<file path="config.mk">
export PLATFORM = sky130hd
export DESIGN_NAME = sprite_blitter_flat
export DESIGN_NICKNAME = d
export VERILOG_FILES = /design/src/rtl/sprite_blitter_if.sv /design/src/rtl/sprite_blitter.sv /design/src/flat_wrapper.sv
export SDC_FILE = /design/constraint.sdc
export NUM_CORES = 1
export LEC_CHECK = 0
export ABC_CLOCK_PERIOD_IN_PS = 4100
export CORE_UTILIZATION = 30
export CTS_BUF_LIST = sky130_fd_sc_hd__clkbuf_4
export DETAILED_ROUTE_END_ITERATION = 6
export GPL_TIMING_DRIVEN = 0
export PLACE_DENSITY = 0.51
export SLEW_MARGIN = 40
export SYNTH_ARGS = -nofsm -noshare
export SYNTH_HDL_FRONTEND = slang
export SYNTH_SLANG_ARGS = --single-unit
</file>
<file path="constraint.sdc">
create_clock -name clk -period 4.1 [get_ports clk]
set_input_delay 0.615 -clock clk [delete_from_list [all_inputs] [get_ports clk]]
set_output_delay 0.615 -clock clk [all_outputs]
set_load 0.01 [all_outputs]
</file>
<file path="src/rtl/sprite_blitter_if.sv">
// Sprite blitter command and pixel-write handshakes.
// master = command host / pixel sink, slave = blitter.
interface sprite_blitter_if #(
    parameter int ADDR_W = 16
);
    logic              cmd_valid;
    logic              cmd_ready;
    logic [9:0]        cmd_x;
    logic [9:0]        cmd_y;
    logic [6:0]        cmd_w;
    logic [6:0]        cmd_h;
    logic [ADDR_W-1:0] cmd_base;

    logic              program_valid;
    logic              program_ready;
    logic [9:0]        program_x;
    logic [9:0]        program_y;
    logic [15:0]       program_data;

    modport master (
        output cmd_valid,
        output cmd_x,
        output cmd_y,
        output cmd_w,
        output cmd_h,
        output cmd_base,
        input  cmd_ready,
        input  program_valid,
        input  program_x,
        input  program_y,
        input  program_data,
        output program_ready
    );

    modport slave (
        input  cmd_valid,
        input  cmd_x,
        input  cmd_y,
        input  cmd_w,
        input  cmd_h,
        input  cmd_base,
        output cmd_ready,
        output program_valid,
        output program_x,
        output program_y,
        output program_data,
        input  program_ready
    );
endinterface

</file>
<file path="src/rtl/sprite_blitter.sv">
// Walks one sprite through a sync ROM and emits
// clipped, colour-keyed pixel writes row-major.
module sprite_blitter #(
    parameter int          ADDR_W      = 16,
    parameter logic [15:0] TRANSPARENT = 16'hF81F,
    parameter int          SCREEN_W    = 640,
    parameter int          SCREEN_H    = 480
) (
    input  logic              clk,
    input  logic              reset_n,
    sprite_blitter_if.slave   bus,
    output logic [ADDR_W-1:0] rom_addr,
    input  logic [15:0]       rom_data,
    output logic              busy
);

    typedef enum logic [1:0] {
        IDLE,
        READ,
        LATCH,
        OUT
    } state_t;

    state_t state_q, state_d;

    logic [9:0]        x_q, y_q;
    logic [6:0]        w_q, h_q;
    logic [6:0]        col_q, row_q;
    logic [ADDR_W-1:0] addr_q;
    logic [9:0]        px_q, py_q;
    logic [15:0]       pd_q;

    logic        accept;
    logic        zero_size;
    logic        last_col;
    logic        last_pix;
    logic [10:0] px, py;
    logic        skip;
    logic        advance;

    assign accept    = (state_q == IDLE) && bus.cmd_valid;
    assign zero_size = (bus.cmd_w == 7'd0) || (bus.cmd_h == 7'd0);
    assign last_col  = (col_q == w_q - 7'd1);
    assign last_pix  = last_col && (row_q == h_q - 7'd1);

    // 11-bit sums so a sprite hanging off the edge never wraps on-screen
    assign px = {1'b0, x_q} + {4'd0, col_q};
    assign py = {1'b0, y_q} + {4'd0, row_q};

    assign skip = (rom_data == TRANSPARENT)
               || (px >= 11'(SCREEN_W))
               || (py >= 11'(SCREEN_H));

    assign advance = ((state_q == LATCH) && skip)
                  || ((state_q == OUT) && bus.program_ready);

    always_ff @(posedge clk or negedge reset_n) begin
        if (!reset_n) begin
            state_q <= IDLE;
        end else begin
            state_q <= state_d;
        end
    end

    always_comb begin
        state_d = state_q;
        unique case (state_q)
            IDLE: begin
                if (bus.cmd_valid && !zero_size) begin
                    state_d = READ;
                end
            end
            READ: begin
                state_d = LATCH;
            end
            LATCH: begin
                if (!skip) begin
                    state_d = OUT;
                end else if (last_pix) begin
                    state_d = IDLE;
                end else begin
                    state_d = READ;
                end
            end
            OUT: begin
                if (bus.program_ready) begin
                    state_d = last_pix ? IDLE : READ;
                end
            end
        endcase
    end

    always_ff @(posedge clk or negedge reset_n) begin
        if (!reset_n) begin
            x_q    <= '0;
            y_q    <= '0;
            w_q    <= '0;
            h_q    <= '0;
            col_q  <= '0;
            row_q  <= '0;
            addr_q <= '0;
            px_q   <= '0;
            py_q   <= '0;
            pd_q   <= '0;
        end else begin
            if (accept) begin
                x_q    <= bus.cmd_x;
                y_q    <= bus.cmd_y;
                w_q    <= bus.cmd_w;
                h_q    <= bus.cmd_h;
                col_q  <= '0;
                row_q  <= '0;
                addr_q <= bus.cmd_base;
            end
            if (advance) begin
                addr_q <= addr_q + ADDR_W'(1);
                if (last_col) begin
                    col_q <= '0;
                    row_q <= row_q + 7'd1;
                end else begin
                    col_q <= col_q + 7'd1;
                end
            end
            if ((state_q == LATCH) && !skip) begin
                px_q <= px[9:0];
                py_q <= py[9:0];
                pd_q <= rom_data;
            end
        end
    end

    assign rom_addr          = addr_q;
    assign busy              = (state_q != IDLE);
    assign bus.cmd_ready     = (state_q == IDLE);
    assign bus.program_valid = (state_q == OUT);
    assign bus.program_x     = px_q;
    assign bus.program_y     = py_q;
    assign bus.program_data  = pd_q;

endmodule

</file>
<file path="src/flat_wrapper.sv">
// flat-port wrapper written by rule: the top's interface ports become plain ports
module sprite_blitter_flat 
#(
    parameter int          ADDR_W      = 16,
    parameter logic [15:0] TRANSPARENT = 16'hF81F,
    parameter int          SCREEN_W    = 640,
    parameter int          SCREEN_H    = 480
)
  (clk, reset_n, rom_addr, rom_data, busy, bus_cmd_valid, bus_cmd_x, bus_cmd_y, bus_cmd_w, bus_cmd_h, bus_cmd_base, bus_cmd_ready, bus_program_valid, bus_program_x, bus_program_y, bus_program_data, bus_program_ready);
  sprite_blitter_if #(.ADDR_W(ADDR_W)) bus_i ();
  input  logic clk;
  input  logic reset_n;
  output logic [ADDR_W-1:0] rom_addr;
  input  logic [15:0] rom_data;
  output logic busy;
  input wire logic [$bits(bus_i.cmd_valid)-1:0] bus_cmd_valid;
  input wire logic [$bits(bus_i.cmd_x)-1:0] bus_cmd_x;
  input wire logic [$bits(bus_i.cmd_y)-1:0] bus_cmd_y;
  input wire logic [$bits(bus_i.cmd_w)-1:0] bus_cmd_w;
  input wire logic [$bits(bus_i.cmd_h)-1:0] bus_cmd_h;
  input wire logic [$bits(bus_i.cmd_base)-1:0] bus_cmd_base;
  output wire logic [$bits(bus_i.cmd_ready)-1:0] bus_cmd_ready;
  output wire logic [$bits(bus_i.program_valid)-1:0] bus_program_valid;
  output wire logic [$bits(bus_i.program_x)-1:0] bus_program_x;
  output wire logic [$bits(bus_i.program_y)-1:0] bus_program_y;
  output wire logic [$bits(bus_i.program_data)-1:0] bus_program_data;
  input wire logic [$bits(bus_i.program_ready)-1:0] bus_program_ready;
  assign bus_i.cmd_valid = bus_cmd_valid;
  assign bus_i.cmd_x = bus_cmd_x;
  assign bus_i.cmd_y = bus_cmd_y;
  assign bus_i.cmd_w = bus_cmd_w;
  assign bus_i.cmd_h = bus_cmd_h;
  assign bus_i.cmd_base = bus_cmd_base;
  assign bus_cmd_ready = bus_i.cmd_ready;
  assign bus_program_valid = bus_i.program_valid;
  assign bus_program_x = bus_i.program_x;
  assign bus_program_y = bus_i.program_y;
  assign bus_program_data = bus_i.program_data;
  assign bus_i.program_ready = bus_program_ready;
  sprite_blitter #(.ADDR_W(ADDR_W), .TRANSPARENT(TRANSPARENT), .SCREEN_W(SCREEN_W), .SCREEN_H(SCREEN_H)) u_core (.clk(clk), .reset_n(reset_n), .bus(bus_i), .rom_addr(rom_addr), .rom_data(rom_data), .busy(busy));
endmodule
</file>
======== Word-level counts from Yosys, hierarchy flattened ========
Index checks and enable logic that the tools add are counted.
Widths: inputs -> output; s select.
operators by class
  $add $sub $neg .......................... 7
  equality and inequality tests ........... 8
  reductions and logical operators ........ 18
  multiplexer cells ....................... 13
  magnitude comparators ................... 2
operator list
  kind                   count
  $mux 7                 6
  $mux 16                2
  $add 10x7->11          2
  $add 16x1->16 const B  1
  $eq 16x16->1 const B   1
  $add 7x1->7 const B    2
  $eq 7x7->1             2
  $logic_not 7->1        2
  $sub 7x1->7 const B    2
  $ge 11x10->1 const B   1
  $ge 11x9->1 const B    1
  $pmux 2 s4             1
  $logic_and 1x1->1      6
  $mux 2                 3
  $eq 2x2->1 const B     2
  $logic_or 1x1->1       4
  $ne 2x1->1 const B     2
  $reduce_bool 2->1      2
  $eq 2x1->1 const B     1
  $logic_not 1->1        2
  $logic_not 2->1        1
  $reduce_and 2->1       1
  $mux 1                 1
storage, ports and cells
  register bits ........................... 102

======== Depth between registers and ports, before layout ========
Gate-level depths: netlist of run 1.
  word-level depth ........................ 7
  depth in mapped cells ................... 13
  depth with buffers taken out ............ 10

======== Worst setup path before layout of run 1 ========
Ideal clock, no wire load.
  kind .................................... register to register
  start ................................... reg u_core.col_q[0]
  end ..................................... reg u_core.pd_q[15] (netlist: u_core.bus.program_data[15])
  period minus slack after synthesis ...... 3323 ps
  arrival ................................. 3197 ps
  setup slack ............................. 777 ps
  buffers on the path ..................... 2
  stages on the path, launching flop included .. 13
  setup time .............................. 125 ps
  cell sequence ........................... dfrtp_1 > ha_1 > fa_1 > a211o_1 > a31oi_4 > o21ai_1 > a41o_1 > a311o_1 > nor2_8 > nand2_2 > buf_6 > buf_6 > mux2_4
on the way
  longest elaborated chain between the ends .. 6
RTL lines
  element                   RTL line               RTL
  start: declaration        sprite_blitter.sv:28   logic [6:0] col_q, row_q;
  start signal: assignment  sprite_blitter.sv:121  col_q <= col_q + 7'd1;
  $add 10x7->11             sprite_blitter.sv:47   assign px = {1'b0, x_q} + {4'd0, col_q};
  $ge 11x10->1              sprite_blitter.sv:51   || (px >= 11'(SCREEN_W))
  $logic_or 1x1->1          sprite_blitter.sv:51
  $logic_or 1x1->1          sprite_blitter.sv:52   || (py >= 11'(SCREEN_H));
  $logic_not 1->1           -
  $logic_and 1x1->1         sprite_blitter.sv:124  if ((state_q == LATCH) && !skip) begin
  end signal: assignment    sprite_blitter.sv:127  pd_q <= rom_data;
  end: declaration          sprite_blitter.sv:31   logic [15:0] pd_q;
Every way passes these cells.
A chain may end at the register's enable or synchronous reset.

======== Final worst setup path of run 1 ========
  start ................................... reg u_core.col_q[0]
  end ..................................... reg u_core.addr_q[6] (netlist: u_core.rom_addr[6])
on the way
  longest elaborated chain between the ends .. 7
  elaborated cells between the ends (all ways) .. 8
  those cells by class .................... 1 x add/sub; 1 x order compare; 1 x mux; 5 x reduce/logical
RTL lines
  element                                       RTL line               RTL
  $add 10x7->11 (*)                             sprite_blitter.sv:47
  $ge 11x10->1 (*)                              sprite_blitter.sv:51
  $logic_or 1x1->1 (*)                          sprite_blitter.sv:51
  $logic_or 1x1->1 (*)                          sprite_blitter.sv:52
  $logic_and 1x1->1 (*)                         sprite_blitter.sv:54   assign advance = ((state_q == LATCH) && skip)
  $logic_or 1x1->1 (*)                          sprite_blitter.sv:55   || ((state_q == OUT) && bus.program_ready);
  $mux 16 or $reduce_bool 2->1 (tied branches)  -
  end signal: assignment                        sprite_blitter.sv:113  addr_q <= bus.cmd_base;
  end signal: assignment                        sprite_blitter.sv:116  addr_q <= addr_q + ADDR_W'(1);
  end: declaration                              sprite_blitter.sv:29   logic [ADDR_W-1:0] addr_q;
Every way passes the cells marked *; elsewhere a longest branch is shown, timed or not.

==> results of run 1 <==
==> layout make-up <==
| class | count | area [um^2] | area share |
|---|---|---|---|
| antenna | 1 | 2.50 | 0.000327 |
| buffer | 23 | 121 | 0.0159 |
| clock buffer | 9 | 67.6 | 0.00883 |
| clock inverter | 7 | 73.8 | 0.00965 |
| inverter | 15 | 56.3 | 0.00736 |
| multi-input combinational | 460 | 3170 | 0.414 |
| sequential | 102 | 2550 | 0.334 |
| tap | 260 | 325 | 0.0425 |
| timing repair buffer | 126 | 1280 | 0.168 |
==> cells in the final DEF (no fill, tap or decap), drive strengths merged, types with 3 or more instances in the layout <==
cell type	n
a32o	4
a21o	9
nand2b	5
o21a	4
mux2i	3
a31oi	4
inv	16
nor2	25
nand2	122
nor3	21
xnor2	24
nor3b	3
a221o	13
nand3	32
or2	3
dfrtp	102
a211o	8
nor4	3
a21oi	16
clkdlybuf4s50	123
mux2	35
o21ai	27
a211oi	7
and3	10
a311oi	3
and2	3
clkinvlp	3
clkbuf	19
buf	15
nor2b	4
o211ai	5
xor2	14
ha	19
==> kinds of logic (layout without fill, tap and decap cells) <==
| group | count (synthesis) | count (layout) | synth area share |
|---|---|---|---|
| and+or+nand+nor | 242 | 242 | 0.191 |
| AOI/OAI and AO/OA | 121 | 121 | 0.159 |
| DFF | 102 | 102 | 0.433 |
| xor gates and xnor gates | 38 | 38 | 0.0565 |
| muxes | 38 | 38 | 0.0822 |
| buffers and inverters | 38 | 180 | 0.0302 |
| adders and majority gates | 21 | 21 | 0.0472 |
| other | 0 | 1 | 0 |
==> sequential cells by signal (all words and copies together), names as in the netlist, 10 cells and up <==
register	count
u_core.y_q	10
u_core.bus.program_data	16
u_core.x_q	10
u_core.bus.program_y	10
u_core.rom_addr	16
u_core.bus.program_x	10
==> critical path, delay by kind of cell (launching register included) <==
family                     cells  cell delay [ps]
adders and majority gates      2              710
DFF                            1              490
buffers and inverters          1              260
AOI/OAI and AO/OA              7             2080
and+or+nand+nor                1              170
==> metal layers <==
metal / wire, um / vias up / track usage / part of all wire
met3: 1040 / 17 / 0.0454 / 0.062
li1: - / 2428 / - / -
met4: 301 / 0 / 0.0560 / 0.018
met5: 0 / - / 0 / 0
met1: 7440 / 2401 / 0.219 / 0.45
met2: 7820 / 149 / 0.276 / 0.47
==> through the flow <==
step / worst slack [ps] / total power [W] / utilization / area (um^2)
floorplan: 777 / 0.00351 / - / 5890
global placement: -1600 / 0.00457 / 0.393 / 7460
detailed placement: 213 / 0.00462 / 0.395 / 7490
CTS: 177 / 0.00520 / 0.403 / 7650
global route: 49.2 / 0.00556 / 0.404 / 7650
finish: 289 / 0.00513 / 0.404 / 7650
==> power groups by stage <==
stage	clock [W]	combinational, W	sequential (W)
after floorplan	0	0.00164	0.00187
after global placement	0	0.00271	0.00185
after detailed placement	0	0.00275	0.00187
after CTS	0.000582	0.00277	0.00185
after global routing	0.000612	0.00303	0.00191
final	0.000548	0.00275	0.00184
==> repair_timing <==
| item | CTS | global route |
|---|---|---|
| setup endpoints to repair | 0 | 12 |
| hold buffers | 1 | 0 |
| hold endpoints to repair | 36 | 0 |
| resized for setup | 0 | 1 |
==> how the worst min path moves through the flow <==
stage               slack, ps                    endpoint                    start  depth (start not counted)
floorplan                 320  u_core.bus.program_data[0]                  reset_n                          0
global placement          470     u_core.bus.program_y[9]  u_core.bus.program_y[9]                          1
detailed placement        480               u_core.y_q[2]            u_core.y_q[2]                          2
CTS                       510     u_core.bus.program_y[9]  u_core.bus.program_y[9]                          1
global route              520     u_core.bus.program_y[9]  u_core.bus.program_y[9]                          1
finish                    500     u_core.bus.program_y[9]  u_core.bus.program_y[9]                          1
==> impl_metrics.yaml, run 1 <==
sta:
  timing_max_transition_violations_final: 0
  hold_violations: 0
  rsz0062_at_grt: "false"
  timing.fmax_mhz: 262
  finalSetupViolations: 0
  max_slew_margin: 0.550
  setup_total_negative_slack_ps: 0
  worst_hold_slack_ps: 501
  fin_skew_ps: 25.9
  min_period_over_period: 0.930
  timing_worst_slew_pin_value_ps: 667
  final_period_minus_worst_setup_slack_ps: 3810
clock_tree:
  number_of_buffers_created_by_cts: 9
  worst_setup_hold_path_clk_slew_ps: 160
  clkSinkCount: 102
  htreeDepth: 3
  post_cts_setup_buffer_count: 0
  ctsRootBufferMaster: "clkbuf_4"
  clk-insertion-delay-late_ps: 500
  max_clock_buf_depth: 2
  cts_tree: "built"
logic_synthesis:
  top_cell_types_by_occurrence_after_synthesis: "121 x nand2_1, 102 x dfrtp_1, 32 x nand3_1"
  synth-warning-count: 0
  ys_dominant_reg_cell: "dfrtp_1"
  yosysTopAreaCellShare: 0.433
  synth-edff-count: 0
  synth_most_common_cell: "nand2_1"
  cell_types_with_the_largest_area_share_after_synthesis: "dfrtp_1 43%, nand2_1 7.7%, mux2_4 4.1%, ha_1 4.0%, mux2_2 3.6%"
  postSynthNetCount: 691
  yosysUniqueCellTypes: 69
  synth_area_leader_cell: "dfrtp_1"
  synth-seq-cells: 102
  async_reset_ff_frac: 1.00
  synthCells: 600
  syn_area_um2: 5890
  synth.avg_cell_area_um2: 9.82
  seq_area_frac_synth: 0.433
routing:
  remaining_drc_errors: 0
  postRouteWirelength_um: 16600
  detail-route-antenna-nets: 0
  post_drt_wl_per_cell_um: 16.6
  drt_pre_antenna_iters: 5
  dr_total_vias: 4995
  avgViaCountPerCell: 4.98
  first_iter_violations: 285
setup_path:
  cp-startpoint: "u_core.col_q[0]"
  setup.worst_path.end: "u_core.rom_addr[6]"
  ff2ff_path_depth: 11
  path_common_cell: "a211o_1"
  regToRegStartpoint: "u_core.col_q[0]"
  path_class: "flop to flop"
  setup.worst_path.start_class: "flop"
  worst_path_max_delay_cell: "dfrtp_1"
  r2r_setup_slack_ps: 290
  critPathMaxStageDelay_ps: 490
  required_ps: 4500
  timing.critical_path.cells: "ha_1 -> fa_1 -> a211o_1 -> a31oi_4 -> o21ai_1 -> a41o_1 -> a311oi_2 -> nor2_1 -> buf_2 -> a221o_1 -> a211o_1"
  critical_path.reg2reg.endpoint: "u_core.rom_addr[6]"
  cp-end-kind: "flop"
  worst-endpoint-arrival_ps: 4210
  crit_path_max_fanout: 10
global_routing:
  vias_in_the_first_global_route: 5021
  largest_net_degree_at_the_start_of_global_routing: 67
  grt_pass1_wl_um: 26400
  track_usage: 0.170
  grt_antenna_before_repair: 1
  global_route.overflow_total: 0
placement:
  dp_hpwl_um: 12600
  place_congestion: 0.826
  io_buffers: 124
  number_of_placed_cells_counting_well_taps: 985
power:
  pwr-share-seq: 0.358
  leakagePower_nw: 3.43
  p_int_w: 0.00302
  p_sw_w: 0.00211
  share_clk_of_total_power: 0.107
  power.combinational.fraction: 0.535
  switching_share: 0.411
  power.ir.vdd_worst_mv: 0.242
  power.density_cell_area_nw_per_um2: 671
cells_and_area:
  layoutNonFillerInstCount: 1003
  layout_area_overhead_pct: 29.9
  drive_above_1_share: 0.101
  fillCellCount: 1910
  final_net_count: 828
floorplanning:
  initial_utilization: 0.311
  core_area_um2: 19000
  die-height_um: 142
  io_pins: 125
  die_width_um: 142
  floorplan.die_area_um2: 20200
  fp-row-count: 50
hold_path:
  timing.hold.worst.class: "flop to flop"
outcome:
  run_status: "completed"
job:
  drv_cap: 0
No activity file was read; power rests on OpenSTA's default activity.
==> run 2, diff against run 1 <==
--- a/config.mk
+++ b/config.mk
@@ -10,7 +10,6 @@
 export CTS_BUF_LIST = sky130_fd_sc_hd__clkbuf_4
 export DETAILED_ROUTE_END_ITERATION = 6
 export GPL_TIMING_DRIVEN = 0
-export PLACE_DENSITY = 0.51
 export SLEW_MARGIN = 40
 export SYNTH_ARGS = -nofsm -noshare
 export SYNTH_HDL_FRONTEND = slang
==> run 2 against run 1 <==
Clock power is 11% higher; highest routed layer unchanged; utilization is 0.11 points higher; clock skew is 4.2 ps higher; final cell count hardly changed; register-to-register slack hardly changed; global-route usage is 0.48 points lower; first-iteration DRC count is 24% lower; combinational power hardly changed; maximum frequency is 0.25% higher.
==> impl_metrics.yaml, run 2 (same netlist as run 1, synthesis figures left out) <==
outcome:
  run_status: "completed"
floorplanning:
  die-height_um: 142
  initial_utilization: 0.311
  fp-row-count: 50
  io_pins: 125
  floorplan.die_area_um2: 20200
  die_width_um: 142
  core_area_um2: 19000
hold_path:
  worstHoldStart: "u_core.y_q[0]"
  timing.hold.worst.class: "flop to flop"
clock_tree:
  worst_setup_hold_path_clk_slew_ps: 160
  htreeDepth: 3
  clk-insertion-delay-late_ps: 490
  post_cts_setup_buffer_count: 0
  number_of_buffers_created_by_cts: 9
  cts_tree: "built"
  ctsRootBufferMaster: "clkbuf_4"
  clkSinkCount: 102
  max_clock_buf_depth: 2
sta:
  timing_max_transition_violations_final: 0
  timing.fmax_mhz: 263
  finalSetupViolations: 0
  rsz0062_at_grt: "false"
  timing_worst_slew_pin_value_ps: 607
  min_period_over_period: 0.927
  fin_skew_ps: 30.2
  max_slew_margin: 0.591
  hold_violations: 0
  final_period_minus_worst_setup_slack_ps: 3800
setup_path:
  critPathMaxStageDelay_ps: 480
  crit_buf_inv: 0
  worst_path_max_delay_cell: "dfrtp_1"
  timing.critical_path.cells: "ha_1 -> fa_1 -> a211o_1 -> a31oi_4 -> o21ai_1 -> a41o_1 -> a311o_1 -> o21ai_2 -> nand2_1 -> o221a_2"
  path_class: "flop to flop"
  regToRegStartpoint: "u_core.col_q[0]"
  worst-endpoint-arrival_ps: 4180
  cp-startpoint: "u_core.col_q[0]"
  required_ps: 4480
  cp-end-kind: "flop"
  setup.worst_path.start_class: "flop"
  critPathTopFamily: "compound AO/OA/AOI/OAI gates"
  crit_path_max_fanout: 10
placement:
  dp_hpwl_um: 12000
  place_congestion: 0.820
  number_of_placed_cells_counting_well_taps: 985
  io_buffers: 124
  placement.cell_area_um2: 7490
cells_and_area:
  final_common_cell: "clkdlybuf4s50_1"
  antenna_cells_inserted: 0
  final_cell_mix: "123 x clkdlybuf4s50_1, 121 x nand2_1, 102 x dfrtp_1"
  final_net_count: 828
  layoutNonFillerInstCount: 1002
  drive_above_1_share: 0.101
  post-route-cell-area_um2: 7670
  seqCellArea_um2: 2550
  layout_area_overhead_pct: 30.2
  fillCellCount: 1863
  multiInputGateArea_um2: 3170
power:
  power.density_cell_area_nw_per_um2: 674
  total_power_w: 0.00517
  power.ir.vdd_worst_mv: 0.315
  leakagePower_nw: 3.44
routing:
  drt_pre_antenna_iters: 4
  postRouteWirelength_um: 16000
  remaining_drc_errors: 0
  dr_total_vias: 4922
  post_drt_wl_per_cell_um: 16.0
  avgViaCountPerCell: 4.91
  detail-route-antenna-nets: 0
  first_iter_violations: 217
global_routing:
  grt_pass1_wl_um: 25800
  track_usage: 0.165
  largest_net_degree_at_the_start_of_global_routing: 65
  global_route.overflow_total: 0
  grt_antenna_before_repair: 0
  vias_in_the_first_global_route: 4945
job:
  drv_cap: 0
==> run 2: what timing repair did <==
action                                  CTS  global route
hold buffers                              1             0
endpoints found under the setup margin    0             2
resized for setup                         0             1
hold endpoints to repair                 38             0
==> run 2: worst paths after layout <==
check	end	slack (ps)	depth (start not counted)
max in group asynchronous	u_core.y_q[7]	2880	3
worst min register to register	u_core.y_q[0]	500	2
worst max-delay path	u_core.rom_addr[11]	300	10
worst min-delay path	u_core.y_q[0]	500	2
min in group asynchronous	u_core.bus.program_x[1]	580	2
worst max register to register	u_core.rom_addr[11]	300	10
==> run 2: area by class of cell <==
cell class / instances / area share
multi-input cells: 460 / 0.413
flip-flops and latches: 102 / 0.333
plain buffers: 23 / 0.0158
clock inverters: 7 / 0.0126
repair buffers: 126 / 0.167
well taps: 260 / 0.0424
clock buffers: 9 / 0.00881
inverters: 15 / 0.00734
==> run 2: through the flow <==
step | setup WS, ps | utilization | setup TNS, ps | hold slack [ps]
2_1_floorplan | 777 | - | 0 | 319
3_3_place_gp | -1650 | 0.393 | -167490 | 468
3_5_place_dp | 313 | 0.395 | 0 | 472
4_1_cts | 285 | 0.405 | 0 | 508
5_1_grt | 120 | 0.405 | 0 | 533
6_report | 299 | 0.405 | 0 | 498
==> run 2: worst min-delay path: cells and delay by family, from the launching register on <==
kind | cells | cell delay (ps)
AND/OR/NAND/NOR | 2 | 100
flip-flops | 1 | 370
==> run 2: power breakdown <==
group	total, W	internal, W	switching [W]
logic	0.00272	0.00140	0.00132
registers	0.00184	0.00143	0.000408
clock network	0.000606	0.000248	0.000359
total	0.00517	0.00308	0.00209
==> run 2: routing by layer <==
layer,vias up,global-route usage,part of all wire
li1,2443,-,-
met1,2345,0.215,0.47
met2,121,0.276,0.47
met3,13,0.0373,0.056
met4,0,0.0430,0.011
met5,-,0,0
==> run 3, diff against run 2 <==
--- a/config.mk
+++ b/config.mk
@@ -5,12 +5,11 @@
 export SDC_FILE = /design/constraint.sdc
 export NUM_CORES = 1
 export LEC_CHECK = 0
-export ABC_CLOCK_PERIOD_IN_PS = 4100
 export CORE_UTILIZATION = 30
 export CTS_BUF_LIST = sky130_fd_sc_hd__clkbuf_4
 export DETAILED_ROUTE_END_ITERATION = 6
 export GPL_TIMING_DRIVEN = 0
-export SLEW_MARGIN = 40
+export SLEW_MARGIN = 10
 export SYNTH_ARGS = -nofsm -noshare
 export SYNTH_HDL_FRONTEND = slang
 export SYNTH_SLANG_ARGS = --single-unit
==> run 3 against run 2 <==
Critical path depth grew 1; utilization about the same; via count decreased by 0.30%; routed wire length shrank 0.57%; setup slack got worse by 7.6 ps; final cell count about the same; sequential cell count is the same; non-clock buffer count unchanged; register-to-register slack barely moved; first-iteration DRC count up 3.7%; critical endpoint is now u_core.rom_addr[7].
==> impl_metrics.yaml, run 3 (same netlist as run 1, synthesis figures left out) <==
sta:
  timing_max_transition_violations_final: 0
  rsz0062_at_grt: "false"
  fin_skew_ps: 30.4
  worst_hold_slack_ps: 487
  smallest_setup_slack_after_layout_ps: 291
  max_slew_margin: 0.577
  hold_violations: 0
  min_period_over_period: 0.929
  timing.fmax_mhz: 263
  finalSetupViolations: 0
  final_period_minus_worst_setup_slack_ps: 3810
  timing_worst_slew_pin_value_ps: 628
floorplanning:
  die_width_um: 142
  die-height_um: 142
  floorplan.die_area_um2: 20200
  io_pins: 125
  core_area_um2: 19000
  initial_utilization: 0.311
  fp-row-count: 50
global_routing:
  global_route.overflow_total: 0
  gr-usage-met2: 0.265
  largest_net_degree_at_the_start_of_global_routing: 87
  grt_util_met1: 0.216
  vias_in_the_first_global_route: 4850
  grt_most_used_layer: "met2"
  grt_pass1_wl_um: 25400
  grt_antenna_before_repair: 1
  track_usage: 0.163
  grt.met3_usage: 0.0384
routing:
  dr_total_vias: 4907
  detail-route-antenna-nets: 0
  postRouteWirelength_um: 15900
  drt_pre_antenna_iters: 4
  first_iter_violations: 225
  avgViaCountPerCell: 4.89
  remaining_drc_errors: 0
  post_drt_wl_per_cell_um: 15.9
cells_and_area:
  drive_above_1_share: 0.101
  layout_area_overhead_pct: 30.2
  final_common_cell: "clkdlybuf4s50_1"
  post-route-cell-area_um2: 7670
  layoutNonFillerInstCount: 1003
  fillCellCount: 1872
  final_cell_mix: "123 x clkdlybuf4s50_1, 121 x nand2_1, 102 x dfrtp_1"
  final_net_count: 828
power:
  switching_share: 0.405
  pwr-share-seq: 0.356
  power.density_cell_area_nw_per_um2: 675
  leakagePower_nw: 3.44
  total_power_w: 0.00518
  p_sw_w: 0.00210
  power.combinational.fraction: 0.526
  share_clk_of_total_power: 0.118
  p_int_w: 0.00308
  power.ir.vdd_worst_mv: 0.310
hold_path:
  timing.hold.worst.class: "input port to async pin"
clock_tree:
  clk-insertion-delay-late_ps: 500
  number_of_buffers_created_by_cts: 9
  cts_tree: "built"
  ctsRootBufferMaster: "clkbuf_4"
  worst_setup_hold_path_clk_slew_ps: 180
  clkSinkCount: 102
  max_clock_buf_depth: 2
  htreeDepth: 3
setup_path:
  crit_path_max_fanout: 10
  cp-end-kind: "flop"
  setup.worst_path.start_class: "flop"
  required_ps: 4510
  worst-endpoint-arrival_ps: 4220
  path_class: "flop to flop"
job:
  drv_cap: 0
placement:
  dp_hpwl_um: 11900
  io_buffers: 124
  placement.cell_area_um2: 7490
  place_congestion: 0.820
  dp_slack_ps: 330
  number_of_placed_cells_counting_well_taps: 985
outcome:
  run_status: "completed"
## run 3: metrics by stage
stage | util | setup TNS (ps)
2_1_floorplan | - | 0
3_3_place_gp | 0.393 | -167490
3_5_place_dp | 0.395 | 0
4_1_cts | 0.404 | 0
5_1_grt | 0.405 | 0
6_report | 0.405 | 0
## run 3: final cells by class
cell class,instances,area [um^2],share of cell area
Antenna cell,1,2.50,0.000326
Buffer,23,121,0.0158
Clock buffer,9,67.6,0.00881
Clock inverter,7,96.3,0.0126
Inverter,15,56.3,0.00734
Multi-Input combinational cell,460,3170,0.413
Sequential cell,102,2550,0.333
Tap cell,260,325,0.0424
Timing Repair Buffer,126,1280,0.167
## run 3: critical path: stages, from the launching register on
cell      delay (ps)
dfrtp_1          480
ha_1             280
fa_1             430
a211o_1          360
a31oi_4          210
o21ai_1          120
a41o_1           310
a311oi_2         460
nor2_1           190
buf_2            250
a221o_1          340
a211o_1          290
## run 3: final timing paths
| path | from | endpoint | slack [ps] | cells after the start |
|---|---|---|---|---|
| worst max-delay path | u_core.col_q[0] | u_core.rom_addr[7] | 290 | 11 |
| worst min-delay path | reset_n | u_core.bus.program_x[2] | 490 | 2 |
| worst max register to register | u_core.col_q[0] | u_core.rom_addr[7] | 290 | 11 |
| worst min register to register | u_core.x_q[6] | u_core.x_q[6] | 500 | 2 |
| max in group asynchronous | reset_n | u_core.h_q[2] | 2880 | 3 |
| min in group clk | u_core.x_q[6] | u_core.x_q[6] | 500 | 2 |
## run 3: power groups by stage
stage	Sequential, W	Combinational, W	Clock (W)
4_1_cts	0.00184	0.00274	0.000633
6_report	0.00184	0.00273	0.000609
2_1_floorplan	0.00187	0.00164	0
3_5_place_dp	0.00186	0.00272	0
5_1_grt	0.00190	0.00301	0.000674
3_3_place_gp	0.00186	0.00270	0
## run 3: per-layer routing
layer,part of all wire,up-vias
li1,-,2441
met1,0.47,2334
met2,0.46,121
met3,0.057,11
met4,0.0085,0
met5,0,-
## run 3: repair_timing
action | 4_1_cts | 5_1_grt
endpoints found under the setup margin | 0 | 3
resized for setup | 0 | 2
hold buffers | 1 | 0
buffers inserted | 0 | 0
endpoints found under the hold margin | 16 | 0
